## config.mk

```make
export PLATFORM = sky130hd
export DESIGN_NAME = ste_shift_reg_mc_flat
export DESIGN_NICKNAME = d
export VERILOG_FILES = /design/src/rtl/ste_shift_reg_mc_if.sv /design/src/rtl/ste_shift_reg_mc.sv /design/src/flat_wrapper.sv
export SDC_FILE = /design/constraint.sdc
export NUM_CORES = 1
export LEC_CHECK = 0
export BUFFER_PORTS_ARGS = -buffer_cell sky130_fd_sc_hd__buf_2
export CAP_MARGIN = 25
export CORE_ASPECT_RATIO = 1.75
export CORE_MARGIN = 3
export CORE_UTILIZATION = 55
export DETAILED_ROUTE_END_ITERATION = 12
export PLACE_DENSITY_LB_ADDON = 0.15
export SYNTH_ARGS = -nofsm -noshare
export SYNTH_HDL_FRONTEND = slang
export SYNTH_SLANG_ARGS = --single-unit
```

## constraint.sdc

```tcl
create_clock -name clk -period 3.14 [get_ports clk]
set_input_delay 0.785 -clock clk [delete_from_list [all_inputs] [get_ports clk]]
set_output_delay 0.785 -clock clk [all_outputs]
set_load 0.005 [all_outputs]
```

## src/rtl/ste_shift_reg_mc_if.sv

```systemverilog
`default_nettype none
// ============================================================================
// Module   : ste_shift_reg_mc_if
// Brief    : Parallel-load and received-word handshakes of ste_shift_reg_mc.
// Revision : 1.0
// ============================================================================
interface ste_shift_reg_mc_if #(
    parameter int SHIFT_W = 24
) ();
    logic [SHIFT_W-1:0] din_parallel_i;
    logic               ld_valid_i;
    logic               ld_ready_o;
    logic [SHIFT_W-1:0] word_o;
    logic               word_valid_o;
    logic               word_ready_i;

    modport master (
        output din_parallel_i,
        output ld_valid_i,
        input  ld_ready_o,
        input  word_o,
        input  word_valid_o,
        output word_ready_i
    );

    modport slave (
        input  din_parallel_i,
        input  ld_valid_i,
        output ld_ready_o,
        output word_o,
        output word_valid_o,
        input  word_ready_i
    );
endinterface
`default_nettype wire

```

## src/rtl/ste_shift_reg_mc.sv

```systemverilog
`default_nettype none
// ============================================================================
// Module   : ste_shift_reg_mc
// Brief    : Multi-lane full-duplex serial/parallel shifter with word handshake.
// Revision : 1.0
// ============================================================================
module ste_shift_reg_mc #(
    parameter  int SHIFT_W = 24,
    parameter  int LANES   = 1,
    localparam int STEPS   = SHIFT_W / LANES,
    localparam int CNT_W   = $clog2(STEPS + 1)
) (
    input  wire logic               clk,
    input  wire logic               reset_ni,
    input  wire logic               shift_clr_i,
    input  wire logic               cfg_msb_first_i,
    input  wire logic               shift_en_i,
    input  wire logic [LANES-1:0]   din_i,
    output logic      [LANES-1:0]   dout_o,
    output logic      [SHIFT_W-1:0] dout_parallel_o,
    output logic      [CNT_W-1:0]   step_cnt_o,
    output logic                    overrun_o,
    ste_shift_reg_mc_if.slave       bus
);

    localparam logic [CNT_W-1:0] LAST_STEP = CNT_W'(STEPS - 1);

    logic [SHIFT_W-1:0] shift_q;
    logic [CNT_W-1:0]   step_cnt;
    logic               msb_first_q;
    logic [SHIFT_W-1:0] word_q;
    logic               word_valid_q;
    logic               overrun_q;

    logic [SHIFT_W-1:0] shift_msb;
    logic [SHIFT_W-1:0] shift_lsb;
    logic [SHIFT_W-1:0] shift_next;
    logic               at_boundary;
    logic               load;
    logic               shift;
    logic               word_done;
    logic               word_take;

    // A single-step word replaces the whole register with the lanes.
    generate
        if (STEPS == 1) begin : g_single_step
            assign shift_msb = din_i;
            assign shift_lsb = din_i;
        end else begin : g_multi_step
            assign shift_msb = {shift_q[SHIFT_W-LANES-1:0], din_i};
            assign shift_lsb = {din_i, shift_q[SHIFT_W-1:LANES]};
        end
    endgenerate

    always_comb begin
        at_boundary = (step_cnt == '0);
        bus.ld_ready_o = reset_ni & ~shift_clr_i & at_boundary;
        load        = bus.ld_valid_i & bus.ld_ready_o;
        shift       = shift_en_i & ~shift_clr_i & ~load;
        shift_next  = msb_first_q ? shift_msb : shift_lsb;
        word_done   = shift & (step_cnt == LAST_STEP);
        // A completed word is dropped only if the previous one is still held.
        word_take   = ~word_valid_q | bus.word_ready_i;
    end

    always_ff @(posedge clk or negedge reset_ni) begin
        if (!reset_ni) begin
            shift_q     <= '0;
            step_cnt    <= '0;
            msb_first_q <= 1'b1;
        end else if (shift_clr_i) begin
            shift_q     <= '0;
            step_cnt    <= '0;
            msb_first_q <= cfg_msb_first_i;
        end else if (load) begin
            shift_q     <= bus.din_parallel_i;
            msb_first_q <= cfg_msb_first_i;
        end else if (shift) begin
            shift_q  <= shift_next;
            step_cnt <= word_done ? '0 : step_cnt + 1'b1;
        end else if (at_boundary) begin
            msb_first_q <= cfg_msb_first_i;
        end
    end

    always_ff @(posedge clk or negedge reset_ni) begin
        if (!reset_ni) begin
            word_q       <= '0;
            word_valid_q <= 1'b0;
            overrun_q    <= 1'b0;
        end else if (shift_clr_i) begin
            word_q       <= '0;
            word_valid_q <= 1'b0;
            overrun_q    <= 1'b0;
        end else if (word_done) begin
            if (word_take) begin
                word_q       <= shift_next;
                word_valid_q <= 1'b1;
            end else begin
                overrun_q <= 1'b1;
            end
        end else if (word_valid_q && bus.word_ready_i) begin
            word_valid_q <= 1'b0;
        end
    end

    assign dout_o           = msb_first_q ? shift_q[SHIFT_W-1 -: LANES] : shift_q[LANES-1:0];
    assign dout_parallel_o  = shift_q;
    assign step_cnt_o       = step_cnt;
    assign overrun_o        = overrun_q;
    assign bus.word_o       = word_q;
    assign bus.word_valid_o = word_valid_q;

endmodule
`default_nettype wire
```

## src/flat_wrapper.sv

```systemverilog
// flat-port wrapper written by rule: the top's interface ports become plain ports
module ste_shift_reg_mc_flat 
#(
    parameter  int SHIFT_W = 24,
    parameter  int LANES   = 1,
    localparam int STEPS   = SHIFT_W / LANES,
    localparam int CNT_W   = $clog2(STEPS + 1)
)
  (clk, reset_ni, shift_clr_i, cfg_msb_first_i, shift_en_i, din_i, dout_o, dout_parallel_o, step_cnt_o, overrun_o, bus_din_parallel_i, bus_ld_valid_i, bus_ld_ready_o, bus_word_o, bus_word_valid_o, bus_word_ready_i);
  ste_shift_reg_mc_if #(.SHIFT_W(SHIFT_W)) bus_i ();
  input  wire logic clk;
  input  wire logic reset_ni;
  input  wire logic shift_clr_i;
  input  wire logic cfg_msb_first_i;
  input  wire logic shift_en_i;
  input  wire logic [LANES-1:0] din_i;
  output logic      [LANES-1:0] dout_o;
  output logic      [SHIFT_W-1:0] dout_parallel_o;
  output logic      [CNT_W-1:0] step_cnt_o;
  output logic overrun_o;
  input wire logic [$bits(bus_i.din_parallel_i)-1:0] bus_din_parallel_i;
  input wire logic [$bits(bus_i.ld_valid_i)-1:0] bus_ld_valid_i;
  output wire logic [$bits(bus_i.ld_ready_o)-1:0] bus_ld_ready_o;
  output wire logic [$bits(bus_i.word_o)-1:0] bus_word_o;
  output wire logic [$bits(bus_i.word_valid_o)-1:0] bus_word_valid_o;
  input wire logic [$bits(bus_i.word_ready_i)-1:0] bus_word_ready_i;
  assign bus_i.din_parallel_i = bus_din_parallel_i;
  assign bus_i.ld_valid_i = bus_ld_valid_i;
  assign bus_ld_ready_o = bus_i.ld_ready_o;
  assign bus_word_o = bus_i.word_o;
  assign bus_word_valid_o = bus_i.word_valid_o;
  assign bus_i.word_ready_i = bus_word_ready_i;
  ste_shift_reg_mc #(.SHIFT_W(SHIFT_W), .LANES(LANES)) u_core (.clk(clk), .reset_ni(reset_ni), .shift_clr_i(shift_clr_i), .cfg_msb_first_i(cfg_msb_first_i), .shift_en_i(shift_en_i), .din_i(din_i), .dout_o(dout_o), .dout_parallel_o(dout_parallel_o), .step_cnt_o(step_cnt_o), .overrun_o(overrun_o), .bus(bus_i));
endmodule
```

==> results by stage <==
Clock network:
- The post-cts resize count is 0.
- Clock-pin slew was measured on the worst setup and hold paths at 0.10 ns.
- The number of buffers added for setup after CTS is 0.
- In this run the number of H-tree levels came out at 2.
- The number of buffers inserted for hold repair after clock tree synthesis is 0.
- In this run the deepest clock path goes through 2 buffers.
- The TritonCTS clock tree is yes.
- CTS placed an instance of sky130_fd_sc_hd__clkbuf_8 at the clock tree root.
- The number of sinks on the clock net is 56.
- The clock insertion delay at the later pin of the skew report is 0.31 ns.
- The clock buffer count from CTS is 5.

STA:
- The slew at the pin closest to its max-slew limit is 1.04 ns.
- The final count of negative-setup-slack endpoints is 0.
- The tightest hold path in the finished design has a slack of 0.372 ns.
- Headroom to the max-slew limit came out at 30.8%.
- Setup repair after global routing left no endpoint under its margin.
- For the final database, setup skew stands at 0.00547 ns.
- The number of hold-slack violations in the final timing report is 0.
- The post-route worst setup slack is 0.489 ns.
- The highest clock frequency the design can meet is 377 MHz.
- The final-report max-slew violation count came to 0.
- The period utilization is 84.4%.
- For the final routed database, the setup TNS stands at 0 ns.
- The final period demand of the worst path is 2.65 ns.

Critical path:
- The buffer and inverter count on the worst path is 2.
- For flop-to-flop paths, the worst setup slack is 0.87 ns.
- The startpoint identified for the worst register-to-register timing path is u_core.step_cnt_o[0]$_DFFE_PN0P_.
- In this run the worst path has a maximum fanout of 5.
- Among all stages on the critical path, the largest delay is contributed by sky130_fd_sc_hd__nor4b_1.
- The critical path capture point type is an output pin.
- The worst register-to-register path has a depth of 5.
- The endpoint of the worst-slack reg-to-reg timing path is u_core.dout_parallel_o[23]$_DFFE_PN0P_.
- The kind of cell with the highest combined delay on the critical path is simple AND/OR/NAND/NOR gates.
- In this design, the stage delay of the slowest critical-path cell is 0.51 ns.
- STA puts the critical path data arrival time at 1.87 ns.
- The worst setup path is of the reg2out kind.
- The worst setup path is launched from a flop.
- Data on the critical path is required at its endpoint by 2.35 ns.
- Walking the worst path, the cells encountered are inv_1 > ha_1 > nor4b_1 > and3_1 > buf_2.

Placed design:
- The half-perimeter wire length after placement is 5.96 mm.
- At the end of routability-driven placement, the weighted congestion stood at 0.893.
- Timing analysis after detailed placement gives a worst setup slack of 0.831 ns.
- The total of buffers placed on input and output ports is 88.

Final layout:
- The share of the core filled with cells in the final layout is 67.8%.
- The most common cell after layout, fill and taps aside is sky130_fd_sc_hd__buf_2.
- The number of diodes added for antenna fixing is 0.
- For this run, the post-layout net count is 432.
- The number of fill cells is 489.
- From synthesis to final layout, the design area changed by 18.5%.
- In the layout the commonest cells are 88 x sky130_fd_sc_hd__buf_2, 55 x sky130_fd_sc_hd__dfrtp_1, 51 x sky130_fd_sc_hd__nor2_1, 26 x sky130_fd_sc_hd__mux2_2, 26 x sky130_fd_sc_hd__nand2_1.
- Cells with a size suffix above 1 make up 34.1% of the layout.

Yosys:
- The average footprint of a synthesized cell is 9.26 µm².
- Synthesis produced a netlist with a net count of 364.
- The warning count from the yosys run is 0.
- The flip-flop and latch count after synthesis is 56.
- After technology mapping, the gate count stands at 330.
- The synthesized netlist occupies a cell area of 3060 µm².
- The sequential element share of the synthesized area is 45.9%.
- The number of distinct library cells after synthesis is 35.

Power:
- The worst ir drop on vdd is 0.341 mV.
- Dividing total power by cell area gives a power density of 439 nW/µm².
- The analysis attributes to cell leakage a power of 1.74 nW.

Die:
- The area of the core is 5340 µm².
- The die is 62.4 µm wide.
- The starting density of the core is 57.2%.
- The area of the die is 6520 µm².
- The number of ports placed on the die boundary is 89.
- The die height is 105 µm.
- The count of standard-cell rows is 35.

Route:
- The first-iteration detailed-routing DRC count is 211.
- The final antenna-violating net count is 0.
- The first TritonRoute pass finished after 5 iterations.
- The remaining design rule violation count is 0.
- Dividing the detail-routed via count by the number of cells gives 6.24.
- After detailed routing, the total wire length is 8.85 mm.
- In the final routed layout, each cell accounts on average for 18.7 µm.
- The routed layout has 2952 vias.

Global route:
- Global routing used 27.4% of the available tracks across all layers.
- The first-pass GRT wire length is 14.4 mm.
- The number of antenna violations at the first check in global routing is 0.
- The sum of overflow across all layers after global routing is 0.
- The maximum number of pins on one net before global-route repair is 55.
- The via count of the first global-routing pass is 2804.

Run:
- Max-cap violations in this run came to 0.

Min path:
- The tightest min-delay check is of the in2async type.

Run status:
- The run finished with clean final reports.
## worst reg2reg max path, stage by stage (launching register included)
cell and delay (ns):
sky130_fd_sc_hd__dfrtp_1 0.45, sky130_fd_sc_hd__inv_1 0.10, sky130_fd_sc_hd__ha_1 0.15, sky130_fd_sc_hd__or4b_1 0.60
sky130_fd_sc_hd__o21ai_4 0.62, sky130_fd_sc_hd__o32ai_1 0.21
## state kept, by name (all words and copies together) (netlist names)
| register | flops |
|---|---|
| u_core.bus.word_o | 24 |
| u_core.dout_parallel_o | 24 |
| u_core.step_cnt_o | 5 |
| u_core.bus.word_valid_o | 1 |
| u_core.msb_first_q | 1 |
| u_core.overrun_o | 1 |
## stage by stage
step	power (W)	cell area [µm²]	instances
floorplan	0.000998	3060	330
global placement	0.00112	3510	465
detailed placement	0.00112	3510	465
CTS	0.00159	3620	473
global route	0.00166	3620	473
finish	0.00159	3620	473
## Yosys cell counts
master                       n  share of area (%)
sky130_fd_sc_hd__nor4b_1     1               0.29
sky130_fd_sc_hd__buf_2       6               0.98
sky130_fd_sc_hd__clkinv_1    1               0.12
sky130_fd_sc_hd__mux2i_1     2               0.65
sky130_fd_sc_hd__nand4b_1    1               0.29
sky130_fd_sc_hd__a21oi_1     2               0.33
sky130_fd_sc_hd__nand2b_1    1               0.20
sky130_fd_sc_hd__and4b_1     1               0.33
sky130_fd_sc_hd__o32ai_1    24                6.9
sky130_fd_sc_hd__mux2_2     26                9.6
sky130_fd_sc_hd__buf_1       1               0.12
sky130_fd_sc_hd__o21ai_4     1               0.53
sky130_fd_sc_hd__o21ai_0     1               0.16
sky130_fd_sc_hd__o211ai_1    1               0.25
sky130_fd_sc_hd__nor4_1     24                4.9
sky130_fd_sc_hd__dfrtp_1    55                 45
sky130_fd_sc_hd__or4b_1      1               0.33
sky130_fd_sc_hd__dfstp_2     1               0.86
sky130_fd_sc_hd__inv_1       3               0.37
sky130_fd_sc_hd__nor3_1     25                4.1
sky130_fd_sc_hd__o41ai_1     1               0.29
sky130_fd_sc_hd__or2_2       1               0.20
sky130_fd_sc_hd__o31ai_1     3               0.74
sky130_fd_sc_hd__nor2b_1     2               0.41
sky130_fd_sc_hd__nor2_1     51                6.3
sky130_fd_sc_hd__nand3_1     5               0.82
sky130_fd_sc_hd__nand2_1    26                3.2
sky130_fd_sc_hd__a22o_1      1               0.29
sky130_fd_sc_hd__a31oi_1    25                5.1
sky130_fd_sc_hd__a21boi_0    1               0.25
sky130_fd_sc_hd__o2111ai_1   2               0.57
sky130_fd_sc_hd__buf_6       3                1.1
sky130_fd_sc_hd__and3_1      1               0.20
sky130_fd_sc_hd__ha_1        2               0.82
sky130_fd_sc_hd__clkbuf_1   28                3.4
## worst max path at each step
stage,end,slack (ns),cells past startpoint,start
2_1_floorplan,bus_ld_ready_o,0.85,4,shift_clr_i
3_3_place_gp,u_core.dout_parallel_o[3]$_DFFE_PN0P_,0.85,4,reset_ni
3_5_place_dp,u_core.dout_parallel_o[1]$_DFFE_PN0P_,0.83,4,reset_ni
4_1_cts,bus_ld_ready_o,0.52,5,u_core.step_cnt_o[0]$_DFFE_PN0P_
5_1_grt,bus_ld_ready_o,0.42,5,u_core.step_cnt_o[0]$_DFFE_PN0P_
6_report,bus_ld_ready_o,0.49,5,u_core.step_cnt_o[0]$_DFFE_PN0P_
## layer usage
layer / GRT usage (%) / vias to the layer above / wire length (µm)
li1: - / 1365 / -
met1: 33.0 / 1455 / 3380
met2: 50.2 / 120 / 4840
met3: 3.66 / 12 / 479
met4: 8.53 / 0 / 148
met5: 0 / - / 0
## cell type report
cell class	instances	area (µm²)	area share [%]
clock buffers	5	68.8	1.90
well taps	74	92.6	2.56
clock inverters	3	42.5	1.17
inverters	4	15.0	0.414
multi-input cells	232	1470	40.5
repair buffers	99	536	14.8
flip-flops and latches	56	1400	38.7
## where the power goes
part | switching (W) | leakage [nW] | internal [W] | total (W)
Sequential | 0.0000461 | 0.759 | 0.000757 | 0.000803
Combinational | 0.000169 | 0.928 | 0.000137 | 0.000306
Clock | 0.000244 | 0.0541 | 0.000236 | 0.000480
Total | 0.000459 | 1.74 | 0.00113 | 0.00159
## cells by family (layout without fill, tap and decap cells)
family / count (synthesis) / in the layout / share of synthesized area [%]
compound gates: 62 / 62 / 15.4
fa+ha+maj: 2 / 2 / 0.819
buf+inv: 42 / 111 / 6.14
flops: 56 / 56 / 45.9
mux: 28 / 28 / 10.2
simple gates: 140 / 140 / 21.5
Power figures use the tool's default switching activity.
